<file path="src/rtl/apb_slave_regfile.sv">
// APB completer backed by a word-addressed register file.
// Programmable wait states; bad addresses answer with PSLVERR.
module apb_slave_regfile #(
  parameter int          SLAVE_SEL   = 0,
  parameter logic [31:0] BASE_ADDR   = 32'h8000_0000,
  parameter int          DEPTH       = 16,
  parameter int          WAIT_STATES = 1
) (
  input  logic        HCLK,
  input  logic        HRESET,
  input  logic [2:0]  PSELX,
  input  logic        PENABLE,
  input  logic        PWRITE,
  input  logic [31:0] PADDR,
  input  logic [31:0] PWDATA,
  output logic [31:0] PRDATA,
  output logic        PREADY,
  output logic        PSLVERR
);

  localparam int AW = $clog2(DEPTH);
  localparam logic [2:0] SEL_MASK = 3'(1 << SLAVE_SEL);

  localparam logic [1:0] S_IDLE  = 2'd0;
  localparam logic [1:0] S_WAIT  = 2'd1;
  localparam logic [1:0] S_READY = 2'd2;

  logic [1:0]    state;
  logic [3:0]    cnt;
  logic [AW-1:0] idx;
  logic          wr;
  logic          err;
  logic [31:0]   wdata;
  logic [31:0]   mem [DEPTH];

  logic          sel;
  logic          addr_err;
  logic [AW-1:0] cur_idx;
  logic          cur_wr;
  logic          cur_err;

  // masking keeps every select bit referenced; only our bit matters
  assign sel = |(PSELX & SEL_MASK);

  assign addr_err = (PADDR[1:0] != 2'b00) ||
                    (PADDR[31:AW+2] != BASE_ADDR[31:AW+2]);

  // with zero wait states READY is entered straight from the setup edge
  always_comb begin
    cur_idx = idx;
    cur_wr  = wr;
    cur_err = err;
    if (state == S_IDLE) begin
      cur_idx = PADDR[AW+1:2];
      cur_wr  = PWRITE;
      cur_err = addr_err;
    end
  end

  always_ff @(posedge HCLK) begin
    if (HRESET) begin
      state   <= S_IDLE;
      cnt     <= '0;
      idx     <= '0;
      wr      <= 1'b0;
      err     <= 1'b0;
      wdata   <= '0;
      PRDATA  <= '0;
      PREADY  <= 1'b0;
      PSLVERR <= 1'b0;
      mem     <= '{default: '0};
    end else begin
      PRDATA  <= '0;
      PREADY  <= 1'b0;
      PSLVERR <= 1'b0;
      case (state)
        S_IDLE: begin
          if (sel && !PENABLE) begin
            idx   <= PADDR[AW+1:2];
            wr    <= PWRITE;
            err   <= addr_err;
            wdata <= PWDATA;
            if (WAIT_STATES == 0) begin
              state   <= S_READY;
              PREADY  <= 1'b1;
              PSLVERR <= cur_err;
              if (!cur_wr && !cur_err) PRDATA <= mem[cur_idx];
            end else begin
              state <= S_WAIT;
              cnt   <= 4'(WAIT_STATES);
            end
          end
        end
        S_WAIT: begin
          if (!sel || !PENABLE) begin
            state <= S_IDLE;
          end else if (cnt == 4'd1) begin
            state   <= S_READY;
            PREADY  <= 1'b1;
            PSLVERR <= cur_err;
            if (!cur_wr && !cur_err) PRDATA <= mem[cur_idx];
          end else begin
            cnt <= cnt - 4'd1;
          end
        end
        S_READY: begin
          if (wr && !err && sel && PENABLE) mem[idx] <= wdata;
          state <= S_IDLE;
        end
        default: state <= S_IDLE;
      endcase
    end
  end

endmodule

</file>
<file path="config.mk">
export PLATFORM = sky130hd
export DESIGN_NAME = apb_slave_regfile
export DESIGN_NICKNAME = d
export VERILOG_FILES = /design/src/rtl/apb_slave_regfile.sv
export SDC_FILE = /design/constraint.sdc
export NUM_CORES = 2
export LEC_CHECK = 0
export ABC_AREA = 1
export CORE_MARGIN = 4
export CORE_UTILIZATION = 40
export CTS_CLUSTER_DIAMETER = 60
export DETAILED_ROUTE_END_ITERATION = 12
export SYNTH_ARGS = -nofsm -noshare
export SYNTH_HDL_FRONTEND = slang
export SYNTH_SLANG_ARGS = --single-unit
</file>
<file path="constraint.sdc">
create_clock -name HCLK -period 2 [get_ports HCLK]
set_input_delay 0.6 -clock HCLK [delete_from_list [all_inputs] [get_ports HCLK]]
set_output_delay 0.6 -clock HCLK [all_outputs]
set_load 0.1 [all_outputs]
</file>
# After elaboration in Yosys (flattened, before gate mapping)
# Index checks and enable logic that the tools add are counted.
# word_totals
regBits,590
latch_bits,0
ram_bits,0
mem_bits_ro,0
in_bits,71
output_inout_bits,34
wordCells,83
mem_count,0
# op_classes
n_addsub,1
multipliers,0
div_mod_pow,0
n_lt_le_gt_ge,3
eq_ne,8
n_shift,0
mux,18
bitwise_logic,5
reduce_logical,23
# ops
operator,count
$bwmux W512,1
$bmux W32 S4,1
$demux W32 S4,1
$mux W32,3
$ne A26 B26 Y1 const B,1
$mux W4,4
$ge A5 B5 Y1 const B,2
$not A4 Y5,2
$pmux W4 S2,1
$logic_and A1 B1 Y1,6
$mux W2,3
$reduce_and A2 Y1,3
$logic_not A1 Y1,5
$lt A5 B1 Y1 const B,1
$reduce_or A5 Y1,1
$eq A4 B1 Y1 const B,1
$ne A2 B2 Y1 const B,2
$pmux W2 S2,1
$reduce_and A4 Y1,1
$reduce_bool A2 Y1,2
$reduce_or A4 Y1,1
$sub A4 B1 Y4 const B,1
$mux W1,3
$ne A3 B3 Y1 const B,1
other kinds (7),10

# Depth between registers and ports, before layout
# logic_depth
depth_word,7
mapped_depth,13
depth_no_buf,11

# Worst setup path before layout
# No wires, ideal clock.
# synth_path
path_kind,in2reg
from,input PENABLE
to,register mem[151] (netlist bit)
setup_time_ns,0.128
t_arrival_ns,1.627
t_required_ns,1.872
setup_slack_ns,0.244
cell_stages,8
path_buffers,1
path_cell_list,nand2_1 > nor3_1 > nand3_1 > nor2_1 > nand2_1 > clkbuf_1 > o21ai_0 > a21oi_1
# synth_between
elab_chain_cells,2
# synth_lines
element,line,source
from (decl),12,"input logic PENABLE,"
$logic_and A1 B1 Y1,107,if (wr && !err && sel && PENABLE) mem[idx] <= wdata;
$reduce_and A2 Y1 (no source line),--,
"to (signal, indexed assignment)",107,
to (decl),34,logic [31:0] mem [DEPTH];
# Every way passes these cells.
# A chain may end at the register's enable or synchronous reset.

# Worst setup path after layout
# layout_path
from,input PENABLE
to,register PRDATA[17]
# layout_between
elab_chain_cells,3
# layout_lines
element,line,source
$logic_not A1 Y1,95,if (!sel || !PENABLE) begin
$logic_or A1 B1 Y1,95,
$reduce_or A5 Y1 (no source line),--,
to (signal assigned),87,if (!cur_wr && !cur_err) PRDATA <= mem[cur_idx];
to (signal assigned),101,if (!cur_wr && !cur_err) PRDATA <= mem[cur_idx];
to (decl),16,"output logic [31:0] PRDATA,"
# Every way passes these cells.

==> flow_summary_export.csv <==
group,metric,value,unit
timing,hold_violations,0,
worst_setup_path,crit_path_end_kind,"flip-flop",
drt,wl,78.90,mm
clock_network,clock_sinks,590,
synthesis,syn_nets,3862,
drt,avgViaCountPerCell,5.005,
floorplan,ios,105,
worst_setup_path,crit_path_start_kind,"input port",
worst_setup_path,critPathArrivalTime,2.48,ns
floorplan,start_util,0.4035,
timing,clock_skew,0.02763,ns
timing,finalMaxSlewViolations,0,
final_layout,diodes,0,
clock_network,numCtsBuffers,68,
placement,portBuffers,102,
timing,holdWs,0.4477,ns
clock_network,cts_tree,"done",
job,cap_violations,0,
global_route,grt_pass1_vias,21700,
synthesis,synthCells,3789,
timing,tightest_slew,0.7314,ns
synthesis,yosys_warnings,0,
final_layout,drive_above_1_share,0.09065,
drt,first_pass_iters,5,
timing,slew_headroom,0.5117,
final_layout,syn_to_final_growth,22.55,%
worst_setup_path,critPathKind,"input port to flip-flop",
worst_setup_path,cp_max_fo,24,
floorplan,die_w,263.0,microns
synthesis,synth-seq-cells,590,
drt,post_drt_wl_per_cell,16.69,microns
synthesis,ys_seq_area_frac,0.4541,
floorplan,die_y,263.0,microns
worst_hold_path,hold_path_class,"flip-flop to flip-flop",
timing,period_needed,1.938,ns
synthesis,post_synth.cell_area_avg,6.865,sq um
pwr,p_leak,13.24,nW
clock_network,h-tree-depth,3,
drt,drc,0,
run_status,outcome,"complete, no violations",
timing,min_period_over_period,0.9691,
global_route,track_usage,0.2192,
worst_setup_path,cp_data_required_time,2.55,ns
final_layout,final_nets,3906,
floorplan,num_rows,93,
drt,final_antenna_net_count,0,
global_route,grt_max_degree,102,
placement,dp_hpwl,48.28,mm
global_route,grt_remaining_overflow,0,
pwr,ir_drop,0.0005365,V
final_layout,final_util,0.4945,
clock_network,clkLatencyLatePin,0.60,ns
global_route,grt_pass1_wl,123.5,mm
synthesis,yosysUniqueCellTypes,28,
floorplan,core_area,64460,sq um
clock_network,clkTransAtPathRegs,0.06,ns
drt,vias,23660,
placement,gp_congestion,0.7899,
global_route,antenna_found_initial,1,
clock_network,cts_hold_buf,0,
timing,fmax,515.9,MHz
final_layout,fill_cells,6439,
synthesis,netlist_area,26010,sq um
timing,setup_viol,0,
drt,drt_iter0_drc,1591,
floorplan,dieArea,69170,sq um
pwr,p_per_area,838.3,nW/um^2
clock_network,max-clock-path-buffers,3,
timing,rsz0062_at_grt,"true",
clock_network,root_buffer,"clkbuf_16",
logic make-up (layout without fill, tap and decap cells):
group,after synthesis,count (layout),synth area share
AND/OR/NAND/NOR,1277,1277,0.2059
AO/OA/AOI/OAI,1072,1072,0.2116
adder cells (fa/ha/maj),2,2,0.0009618
buffers and inverters,847,930,0.1272
XOR/XNOR,1,1,0.0003368
flip-flops,590,590,0.4541
layout by cell type, fill, tap and decap left out, drive strengths merged, types with 68 or more instances in the layout:
cell type,synthesis,layout
a21oi,514,514
nor2,102,102
o21ai,521,521
nand3,420,420
clkbuf,217,100
clkdlybuf4s50,0,68
nand2,747,747
inv,538,541
dfxtp,590,590
buf,92,213
layer usage:
layer / vias to the layer above / part of all wire / track usage
met3: 114 / 0.043 / 0.02925
li1: 12250 / - / -
met4: 0 / 0.021 / 0.05871
met2: 460 / 0.46 / 0.3585
met5: - / 0 / 0
met1: 10840 / 0.47 / 0.3063
cell type report:
cell class                      instances  area (sq um)  share of cell area
Multi-Input combinational cell       2352         11070              0.3471
Clock buffer                           98          1988             0.06237
Inverter                              538          2029             0.06366
Clock inverter                         11         121.4            0.003807
Sequential cell                       590         11820              0.3707
Timing Repair Buffer                  283          3787              0.1188
Tap cell                              855          1070             0.03356
synthesized netlist by cell type:
cell / count / area, sq um
buf_6: 1 / 11.26
nor2_4: 1 / 11.26
a31oi_1: 1 / 6.260
o22ai_1: 3 / 18.77
a21oi_1: 513 / 2567
o21ai_2: 2 / 17.52
nand4_1: 4 / 25.02
inv_1: 535 / 2008
and3_1: 1 / 6.260
buf_1: 4 / 15.01
nand2_1: 743 / 2789
buf_2: 82 / 410.4
dfxtp_1: 590 / 11810
a211oi_1: 1 / 7.510
clkbuf_1: 217 / 814.5
o21ai_1: 1 / 5.000
nor3_1: 3 / 15.01
a21oi_2: 1 / 8.760
nor2_2: 1 / 6.260
ha_1: 2 / 25.02
nor2_1: 100 / 375.4
o21ai_0: 518 / 2592
inv_2: 3 / 11.26
xor2_1: 1 / 8.760
buf_4: 5 / 37.54
nand2_2: 4 / 25.02
a22o_1: 32 / 280.3
nand3_1: 420 / 2102
final timing paths:
kind | cells past startpoint | endpoint | startpoint | slack, ns
setup / recovery | 11 | PRDATA[17] | PENABLE | 0.06
hold / removal | 2 | mem[458] | mem[458] | 0.45
setup reg to reg | 13 | PRDATA[30] | state[1] | 0.08
hold reg to reg | 2 | mem[458] | mem[458] | 0.45
timing repair:
item                                    in CTS  in global routing
pin swaps                                    1                  5
resized for setup                            2                 15
endpoints found under the setup margin       6                240
gates cloned                                 0                  2
setup buffers                                0                 10
registers in the layout (all words and copies together), names as in the netlist:
signal and cells:
PRDATA 32, PREADY 1, PSLVERR 1, cnt 4, err 1, idx 4, mem 512, state 2
wdata 32, wr 1
stage by stage:
step | setup TNS, ns | worst slack, ns | cells | total power [mW] | area (sq um)
6_report | 0 | 0.06171 | 4727 | 26.72 | 31880
3_3_place_gp | -241.96 | -0.5170 | 4606 | 14.91 | 29560
4_1_cts | 0 | 0.006401 | 4715 | 26.91 | 31680
2_1_floorplan | 0 | 0.2442 | 3789 | 13.77 | 26010
3_5_place_dp | -249.54 | -0.5280 | 4606 | 14.92 | 29560
5_1_grt | -0.06213 | -0.02581 | 4727 | 27.76 | 31880
worst max-delay path, stage by stage:
cell             delay, ns
clkdlybuf4s50_1       0.47
nand2_1               0.10
nor3_1                0.23
nand2_1               0.13
nor2_2                0.11
nand2_1               0.09
a21oi_4               0.18
buf_12                0.23
nand2_1               0.08
nor2_1                0.13
buf_4                 0.12
power by group:
part / leakage [nW] / switching, mW / total, mW / internal, mW
sequential: 4.76 / 0.166 / 12.0 / 11.8
combinational: 7.45 / 1.65 / 2.78 / 1.13
clock: 1.04 / 4.86 / 12.0 / 7.12
total: 13.2 / 6.68 / 26.7 / 20.0
Note: power is estimated with default switching activity, not from simulation.
